[config.mk]
export PLATFORM = sky130hd
export DESIGN_NAME = register_file_mp
export DESIGN_NICKNAME = d
export VERILOG_FILES = /design/src/rtl/register_file_mp.sv
export SDC_FILE = /design/constraint.sdc
export NUM_CORES = 2
export LEC_CHECK = 0
export CAP_MARGIN = 10
export CORE_MARGIN = 4
export CORE_UTILIZATION = 57
export DETAILED_ROUTE_END_ITERATION = 6
export PLACE_DENSITY = 0.74
export SLEW_MARGIN = 20
export SYNTH_ARGS = -nofsm -noshare
export SYNTH_HDL_FRONTEND = slang
export SYNTH_SLANG_ARGS = --single-unit
[constraint.sdc]
create_clock -name CLK -period 11.1 [get_ports CLK]
set_input_delay 1.665 -clock CLK [delete_from_list [all_inputs] [get_ports CLK]]
set_output_delay 1.665 -clock CLK [all_outputs]
set_load 0.01 [all_outputs]
[src/rtl/register_file_mp.sv]
// register_file_mp
//
// Multi-port register file for the processor datapath. It has two write
// ports, NUM_RD asynchronous read ports, an optional hardwired zero entry,
// and a clear sequencer. After reset the sequencer zeroes every entry, one
// entry per clock, before the file accepts writes.
//
// Parameters
//   DATA_W   : width of each entry (default 32)
//   ADDR_W   : address width; DEPTH = 2**ADDR_W (default 5)
//   NUM_RD   : number of combinational read ports, 1..4 (default 2)
//   ZERO_REG : 1 = entry 0 always reads as zero and ignores writes (default 1)
//
// Optional feature macro
//   REGFILE_BYPASS_EN : when defined, a read in READY whose address matches an
//                       enabled write address in the same cycle returns the
//                       incoming write data. Port B has priority. The bypass
//                       never applies to entry 0 when ZERO_REG=1, and never
//                       applies during CLEAR.
//
// Ports
//   CLK  : clock; all state changes on the rising edge
//   RST  : synchronous, active-high reset; starts the clear sequence
//   WE3, A3, WD3 : write port A (enable, address, data)
//   WE4, A4, WD4 : write port B (enable, address, data); port B wins when
//                  both ports write the same address
//   A_RD : packed read addresses; port i is at [i*ADDR_W +: ADDR_W]
//   RD   : packed read data;      port i is at [i*DATA_W +: DATA_W]
//   BUSY : high while the clear sequencer runs; writes are ignored and every
//          RD port drives 0
//
// Write ports have no handshake. A write enable is honoured only when BUSY is
// low. BUSY is the producer's back-pressure: a request made while BUSY is
// high is dropped and is not queued.
//
// Controller state is kept in one packed struct (ctl_q: state + clear
// counter). This gives a checker one place to bind to.

module register_file_mp #(
    parameter int DATA_W   = 32,
    parameter int ADDR_W   = 5,
    parameter int NUM_RD   = 2,
    parameter int ZERO_REG = 1
) (
    input  logic                       CLK,
    input  logic                       RST,
    input  logic                       WE3,
    input  logic [ADDR_W-1:0]          A3,
    input  logic [DATA_W-1:0]          WD3,
    input  logic                       WE4,
    input  logic [ADDR_W-1:0]          A4,
    input  logic [DATA_W-1:0]          WD4,
    input  logic [NUM_RD*ADDR_W-1:0]   A_RD,
    output logic [NUM_RD*DATA_W-1:0]   RD,
    output logic                       BUSY
);

    localparam int DEPTH    = 2 ** ADDR_W;
    localparam bit HAS_ZERO = (ZERO_REG != 0);

    typedef enum logic {
        CLEAR = 1'b0,
        READY = 1'b1
    } state_t;

    typedef struct packed {
        state_t              state;
        logic [ADDR_W-1:0]   clr_cnt;
    } ctl_t;

    ctl_t ctl_q;
    ctl_t ctl_d;

    logic [DATA_W-1:0] mem [DEPTH];

    logic in_clear;
    logic in_ready;
    logic wr_a;
    logic wr_b;

    assign in_clear = (ctl_q.state == CLEAR);
    assign in_ready = (ctl_q.state == READY);

    // Writes to entry 0 are dropped here. Entry 0 then keeps the zero that
    // the clear sequence wrote into it.
    assign wr_a = WE3 && in_ready && !(HAS_ZERO && (A3 == '0));
    assign wr_b = WE4 && in_ready && !(HAS_ZERO && (A4 == '0));

    // ------------------------------------------------------------------
    // Controller: state register
    // ------------------------------------------------------------------
    always_ff @(posedge CLK) begin
        if (RST) begin
            ctl_q <= '{state: CLEAR, clr_cnt: '0};
        end else begin
            ctl_q <= ctl_d;
        end
    end

    // ------------------------------------------------------------------
    // Controller: next state
    // The clear counter walks 0..DEPTH-1. The edge that clears the last
    // entry (counter all ones) hands over to READY.
    // ------------------------------------------------------------------
    always_comb begin
        ctl_d = ctl_q;
        if (ctl_q.state == CLEAR) begin
            ctl_d.clr_cnt = ctl_q.clr_cnt + ADDR_W'(1);
            if (&ctl_q.clr_cnt) begin
                ctl_d.state   = READY;
                ctl_d.clr_cnt = '0;
            end
        end
    end

    // BUSY comes straight from the state flop, with no input-to-output path.
    assign BUSY = in_clear;

    // ------------------------------------------------------------------
    // Storage
    // While RST is held, entry 0 is zeroed on every edge; the counter is
    // pinned at 0 at the same time. In CLEAR the counter selects which
    // entry to zero. In READY, port B's assignment comes last, so it wins
    // an address collision.
    // ------------------------------------------------------------------
    always_ff @(posedge CLK) begin
        if (RST) begin
            mem[0] <= '0;
        end else if (in_clear) begin
            mem[ctl_q.clr_cnt] <= '0;
        end else begin
            if (wr_a) begin
                mem[A3] <= WD3;
            end
            if (wr_b) begin
                mem[A4] <= WD4;
            end
        end
    end

    // ------------------------------------------------------------------
    // Read ports (combinational)
    // Priority from lowest to highest: stored value, bypass (if built in),
    // zero-register mask, CLEAR mask.
    // ------------------------------------------------------------------
    always_comb begin
        logic [ADDR_W-1:0] ra;
        logic [DATA_W-1:0] rv;
        ra = '0;
        rv = '0;
        RD = '0;
        for (int i = 0; i < NUM_RD; i++) begin
            ra = A_RD[i*ADDR_W +: ADDR_W];
            rv = mem[ra];
`ifdef REGFILE_BYPASS_EN
            // wr_a/wr_b already exclude CLEAR and entry 0 (when hardwired).
            if (wr_a && (A3 == ra)) begin
                rv = WD3;
            end
            if (wr_b && (A4 == ra)) begin
                rv = WD4;
            end
`endif
            if (HAS_ZERO && (ra == '0)) begin
                rv = '0;
            end
            if (in_clear) begin
                rv = '0;
            end
            RD[i*DATA_W +: DATA_W] = rv;
        end
    end

endmodule

Word level (Yosys, flattened, before mapping)
Memories as Yosys holds them, arrays and structs flattened.
Cells that the tools add are included.
Storage, ports and cells
  bits in registers: 6
  memory bits (writable): 1024
  input bits: 88
  output and inout port bits: 65
  logic and storage cells: 43
  memories kept: 1
Memory list
  mem: depth 32, width 32, read ports 2, clocked after Yosys merged registers in 0, wr ports 2, RTL line 74  | logic [DATA_W-1:0] mem [DEPTH];
Operators by class
  add/sub/neg operators: 1
  muxes and demuxes: 25
  bitwise gates (word level): 1
  reductions and logical operators: 13
Operators with widths (count)
  $mux 32: 6
  $reduce_or 32->1: 2
  $logic_not 5->1: 4
  $mux 1: 15
  $mux 6: 2
  $mux 5: 2
  $add 5x1->5 const B: 1
  $reduce_and 5->1: 1
  $logic_and 1x1->1: 4
  $logic_not 1->1: 2
  $not 1->1: 1

Depth between registers and ports, before layout
  word-level depth: 9
  mapped depth: 9
  gate-level depth less buffers: 6

Least setup slack after synthesis
No wires, ideal clock.
  path type: input -> register
  from: in RST
  to: mem mem[18][0], enable pin
  library setup time: 466 ps
  arrival: 4651 ps
  required time: 10634 ps
  slack: 5983 ps
  cell stages on the path: 5
  path buffers: 2
  cells stage by stage: buf_6 clkbuf_1 a211o_1 nand2_1 o21ai_0
RTL lines
  start: declaration: RTL line 46  | input logic RST,
  end: declaration: RTL line 74

Final worst setup path
  from: in A_RD[8]
  to: out RD[58]
On the way
  longest elaborated chain between the ends: 3
  elaborated cells on any way between the ends: 4
  those cells by class: 2 x mux; 1 x reduce/logical; 1 x memory
Ends and longest elaborated chain
  start: declaration: RTL line 53  | input logic [NUM_RD*ADDR_W-1:0] A_RD,
  $mem_v2 32x32 / $logic_not 5->1 (equally long branches)
  $mux 32 *: RTL line 164  | if (HAS_ZERO && (ra == '0)) begin
  $mux 32 *: RTL line 167  | if (in_clear) begin
  end: declaration: RTL line 54  | output logic [NUM_RD*DATA_W-1:0] RD,
Every way passes the cells marked *; elsewhere a longest branch is shown, timed or not.

==> results_tabular.tex <==
\begin{tabular}{lr}
\hline
Metric & Value \\
\hline
\multicolumn{2}{l}{\textbf{Floorplan}} \\
\quad Core footprint & between 100,000 and 150,000 sq um \\
\quad Die ar. & approximately 110,000 sq um \\
\quad Die width & about 330 microns \\
\quad Top Ports & 153 \\
\quad Starting utilization of the core area & 0.575 \\
\quad Cell row count & roughly 120 \\
\quad Die Ht & between 300 and 400 microns \\
\multicolumn{2}{l}{\textbf{Setup path}} \\
\quad Largest fanout on the critical path & 33 \\
\quad Critical R2R Launch & in\_ready\$\_SDFF\_PP0\_ \\
\quad WP data required & $\sim$9.4 ns \\
\quad Flop-to-flop setup slack & 6.98 ns \\
\quad Worst Setup End Kind & output port \\
\quad Reg2reg path depth & 7 \\
\quad Endpoint of the lowest-slack register-to-register path & mem[18][5]\$\_DFFE\_PP\_ \\
\quad Worst Setup Path Type & primary input to output port \\
\quad Startpoint class of the critical path & primary input \\
\quad Arr. time, crit path & roughly 6.0 ns \\
\multicolumn{2}{l}{\textbf{Timing}} \\
\quad Worst slew margin relative to its limit & 0.141 \\
\quad Max Clk Rate & between 100 and 150 MHz \\
\quad Final TNS setup & 0 ns \\
\quad Endpoints failing setup & 0 \\
\quad Number of slew-limit violations in the final report & 0 \\
\quad Setup repair after global routing missed its margin & false \\
\quad Min cycle time layout & 7.68 ns \\
\quad Worst clock skew & 0.0194 ns \\
\quad Period Utilization, post-route & 0.691 \\
\quad Hold Vio Cnt, Final & 0 \\
\quad Measured slew at the worst slew-check pin & roughly 1.3 ns \\
\multicolumn{2}{l}{\textbf{Route}} \\
\quad Total Wirelength & about 210,000 microns \\
\quad Average vias per placed instance & between 7 and 8 \\
\quad Post-detailed-route wirelength per cell & $\sim$33 microns \\
\quad TritonRoute pass-1 iters & 7 \\
\quad DRC violation count after routing & 11 \\
\quad Post-DRT Antenna Nets & 0 \\
\quad Number of vias in the routed layout & approximately 45,000 \\
\quad Initial drt markers & just over 8,000 \\
\multicolumn{2}{l}{\textbf{Logic synthesis}} \\
\quad Number of distinct standard cells referenced by the synthesized netlist & between 50 and 60 \\
\quad Net count after synthesis & between 5,000 and 6,000 \\
\quad Sequential element share of the synthesized area & 0.518 \\
\quad Yosys warns & 0 \\
\quad Gate count after technology mapping & about 5,000 \\
\quad Mapped Avg Cell Area & between 10 and 15 sq um \\
\quad Post-synth design cell area & slightly below 60,000 sq um \\
\quad Number of register bits inferred by synthesis & around 1,000 \\
\multicolumn{2}{l}{\textbf{Clocking}} \\
\quad CTS tree & done \\
\quad Total of hold buffers inserted after clock tree synthesis & 0 \\
\quad Setup fix buffers added after clock tree synthesis & 0 \\
\quad Number of buffers inserted during clock tree synthesis & about 110 \\
\quad Source-to-sink clock delay at the later pin of the worst-skew pair & around 0.7 ns \\
\quad PostCTS Resize Cnt & 0 \\
\quad CTS root buf & clkbuf\_16 \\
\quad Worst-case clock buffer depth & 3 \\
\quad CTS clk-pin slew, worst paths & $\sim$0.060 ns \\
\quad H-tree levels & 3 \\
\quad Clk sinks & roughly 1,000 \\
\multicolumn{2}{l}{\textbf{Global routing}} \\
\quad Pin count of the biggest net entering global routing & between 100 and 150 \\
\quad Initial antenna violation count & 4 \\
\quad First-pass GRT wire length & a little under 300,000 microns \\
\quad Overall track demand over capacity in global routing & 0.381 \\
\quad Vias in the first global route & around 43,000 \\
\quad Total gr overflow & 0 \\
\multicolumn{2}{l}{\textbf{Power}} \\
\quad Overall power after layout & 0.00820 W \\
\quad Leakage power total & between 20 and 25 nW \\
\quad Sw Ratio & 0.225 \\
\quad Switching power & $\sim$0.0018 W \\
\quad Cell Int Power & approximately 0.0064 W \\
\quad Sequential power share & 0.500 \\
\quad Power density over cell area & approximately 130 nW/um\^{}2 \\
\quad Comb pwr share & 0.060 \\
\quad VDD IR max & 0.127 mV \\
\quad Clock network fraction of total power & 0.440 \\
\multicolumn{2}{l}{\textbf{Final layout}} \\
\quad Final net count & 4,900 \\
\quad Synth-to-layout area growth & 10.0\% \\
\quad Number of fill cells in the layout & roughly 7,500 \\
\quad Fraction of final layout cells with drive strength greater than 1 & 0.182 \\
\quad Final cell utilization of the core & 0.633 \\
\multicolumn{2}{l}{\textbf{Placement}} \\
\quad Input/output buffers & 152 \\
\quad Weighted congestion at the end of routability-driven global placement & a little over 0.9 \\
\quad Detailed Place HPWL & about 120,000 microns \\
\multicolumn{2}{l}{\textbf{Run status}} \\
\quad Result of the run & finished with violations \\
\quad Failing checks & DRC \\
\multicolumn{2}{l}{\textbf{Worst hold path}} \\
\quad Sink of the worst hold path & ctl\_q[3]\$\_SDFFE\_PP0N\_ \\
\quad Hold path cells & 2 \\
\quad Hold Path Class & flop to flop \\
\quad Worst Hold Launch & ctl\_q[3]\$\_SDFFE\_PP0N\_ \\
\multicolumn{2}{l}{\textbf{Job}} \\
\quad Max-capacitance violation count & 0 \\
\hline
\end{tabular}
## cells in the final DEF (no fill, tap or decap), types with 4 or more instances in the layout
master and instances:
o22ai_4 9, o21ai_0 822, nand2_4 30, mux4_2 224, a21oi_1 41, clkbuf_16 111, buf_8 4, nand2b_1 5
o22ai_1 189, o21bai_4 15, clkinv_1 26, nand2_2 10, nor2_1 49, clkinv_2 19, nand2_1 855, o21ai_1 9
or3_1 4, nand3b_1 7, bufinv_16 12, nand4_1 62, buf_12 5, nor2_4 16, a22oi_1 188, nor3_2 9
buf_4 128, mux2i_1 479, clkdlybuf4s50_1 146, dfxtp_1 6, a221oi_1 32, nand3_1 15, inv_1 34, mux2_2 259
o21ai_4 7, clkbuf_1 23, edfxtp_1 992
## layer usage
layer  global-route usage  share of wire
met3               0.0976           0.15
met5               0.0113        0.00086
met2                0.576           0.44
met4                0.250          0.080
met1                0.489           0.33
## through the flow
step	area (sq um)	instances	hold WS, ns	worst slack [ns]
2_1_floorplan	57700	4990	0.472	5.98
3_3_place_gp	60000	6057	0.489	3.74
3_5_place_dp	60000	6057	0.505	3.68
4_1_cts	63400	6251	0.513	3.71
5_1_grt	63500	6255	0.560	3.57
6_report	63500	6255	0.512	3.42
## cells by family after synthesis
group / Yosys count / share of synthesized area
flip-flops: 998 / 0.518
buffers and inverters: 608 / 0.0475
AND/OR/NAND/NOR: 1098 / 0.0826
multiplexers: 962 / 0.221
adder cells (fa/ha/maj): 2 / 0.000434
AO/OA/AOI/OAI: 1322 / 0.130
## sequential cells by signal, summed over array words and instances (netlist names)
register  count
mem         992
in_ready      1
ctl_q         5
## critical path, cell delays in order
cell             delay (ns)
clkdlybuf4s50_1        0.79
and2_2                 1.04
nand2_2                0.77
buf_4                  0.52
o22ai_1                0.15
o21ai_0                0.10
nand4_1                0.34
clkdlybuf4s50_1        0.62
## synth_stat cells, drive strengths merged
master / count / area (sq um)
o211ai: 3 / 22.5
or3b: 1 / 8.76
a21o: 2 / 15.0
a221oi: 32 / 280
nor2b: 5 / 31.3
or2: 2 / 12.5
and2b: 1 / 7.51
a31oi: 1 / 6.26
dfxtp: 6 / 120
nand4: 62 / 388
clkbuf: 333 / 1320
nand2b: 6 / 37.5
or4: 2 / 18.8
ha: 2 / 25.0
nand3: 18 / 95.1
nand2: 895 / 3580
o31ai: 3 / 22.5
and4: 1 / 8.76
mux2i: 479 / 4790
mux4: 224 / 5040
nand3b: 8 / 63.8
edfxtp: 992 / 29800
and2: 2 / 12.5
nor3b: 4 / 30.0
o21bai: 15 / 113
a22oi: 188 / 1410
o22ai: 198 / 1240
a21oi: 41 / 205
and4b: 1 / 10.0
a211o: 1 / 8.76
nor4: 3 / 25.0
or3: 6 / 37.5
o21ai: 838 / 4190
inv: 35 / 131
and3: 1 / 6.26
mux2: 259 / 2920
nor2: 65 / 282
nor3: 14 / 90.1
nor4b: 1 / 15.0
buf: 240 / 1290
## power groups by stage
stage               registers (W)  logic [W]  clock network (W)
floorplan                 0.00418   0.000304                  0
global placement          0.00418   0.000468                  0
detailed placement        0.00418   0.000470                  0
CTS                       0.00410   0.000472            0.00359
global route              0.00410   0.000498            0.00376
finish                    0.00410   0.000488            0.00361
## cell type report
cell class              count  area [sq um]  area share
well taps                1357          1700      0.0267
diodes                      2          5.00   0.0000788
multi-input cells        3384         25700       0.405
clock inverters            60           578     0.00910
inverters                  35           131     0.00207
repair buffers            285          2620      0.0412
flip-flops and latches    998         29900       0.471
clock buffers             134          2860      0.0451
## worst max-delay path by stage
stage | from | to | slack, ns | cells after the start
finish | A_RD[8] | RD[58] | 3.42 | 8
global route | A_RD[8] | RD[58] | 3.57 | 8
CTS | A_RD[8] | RD[58] | 3.71 | 8
detailed placement | A_RD[8] | RD[58] | 3.68 | 8
global placement | A_RD[8] | RD[58] | 3.74 | 8
floorplan | RST | mem[18][0]$_DFFE_PP_ | 5.98 | 5
(Power assumes the default switching activity.)
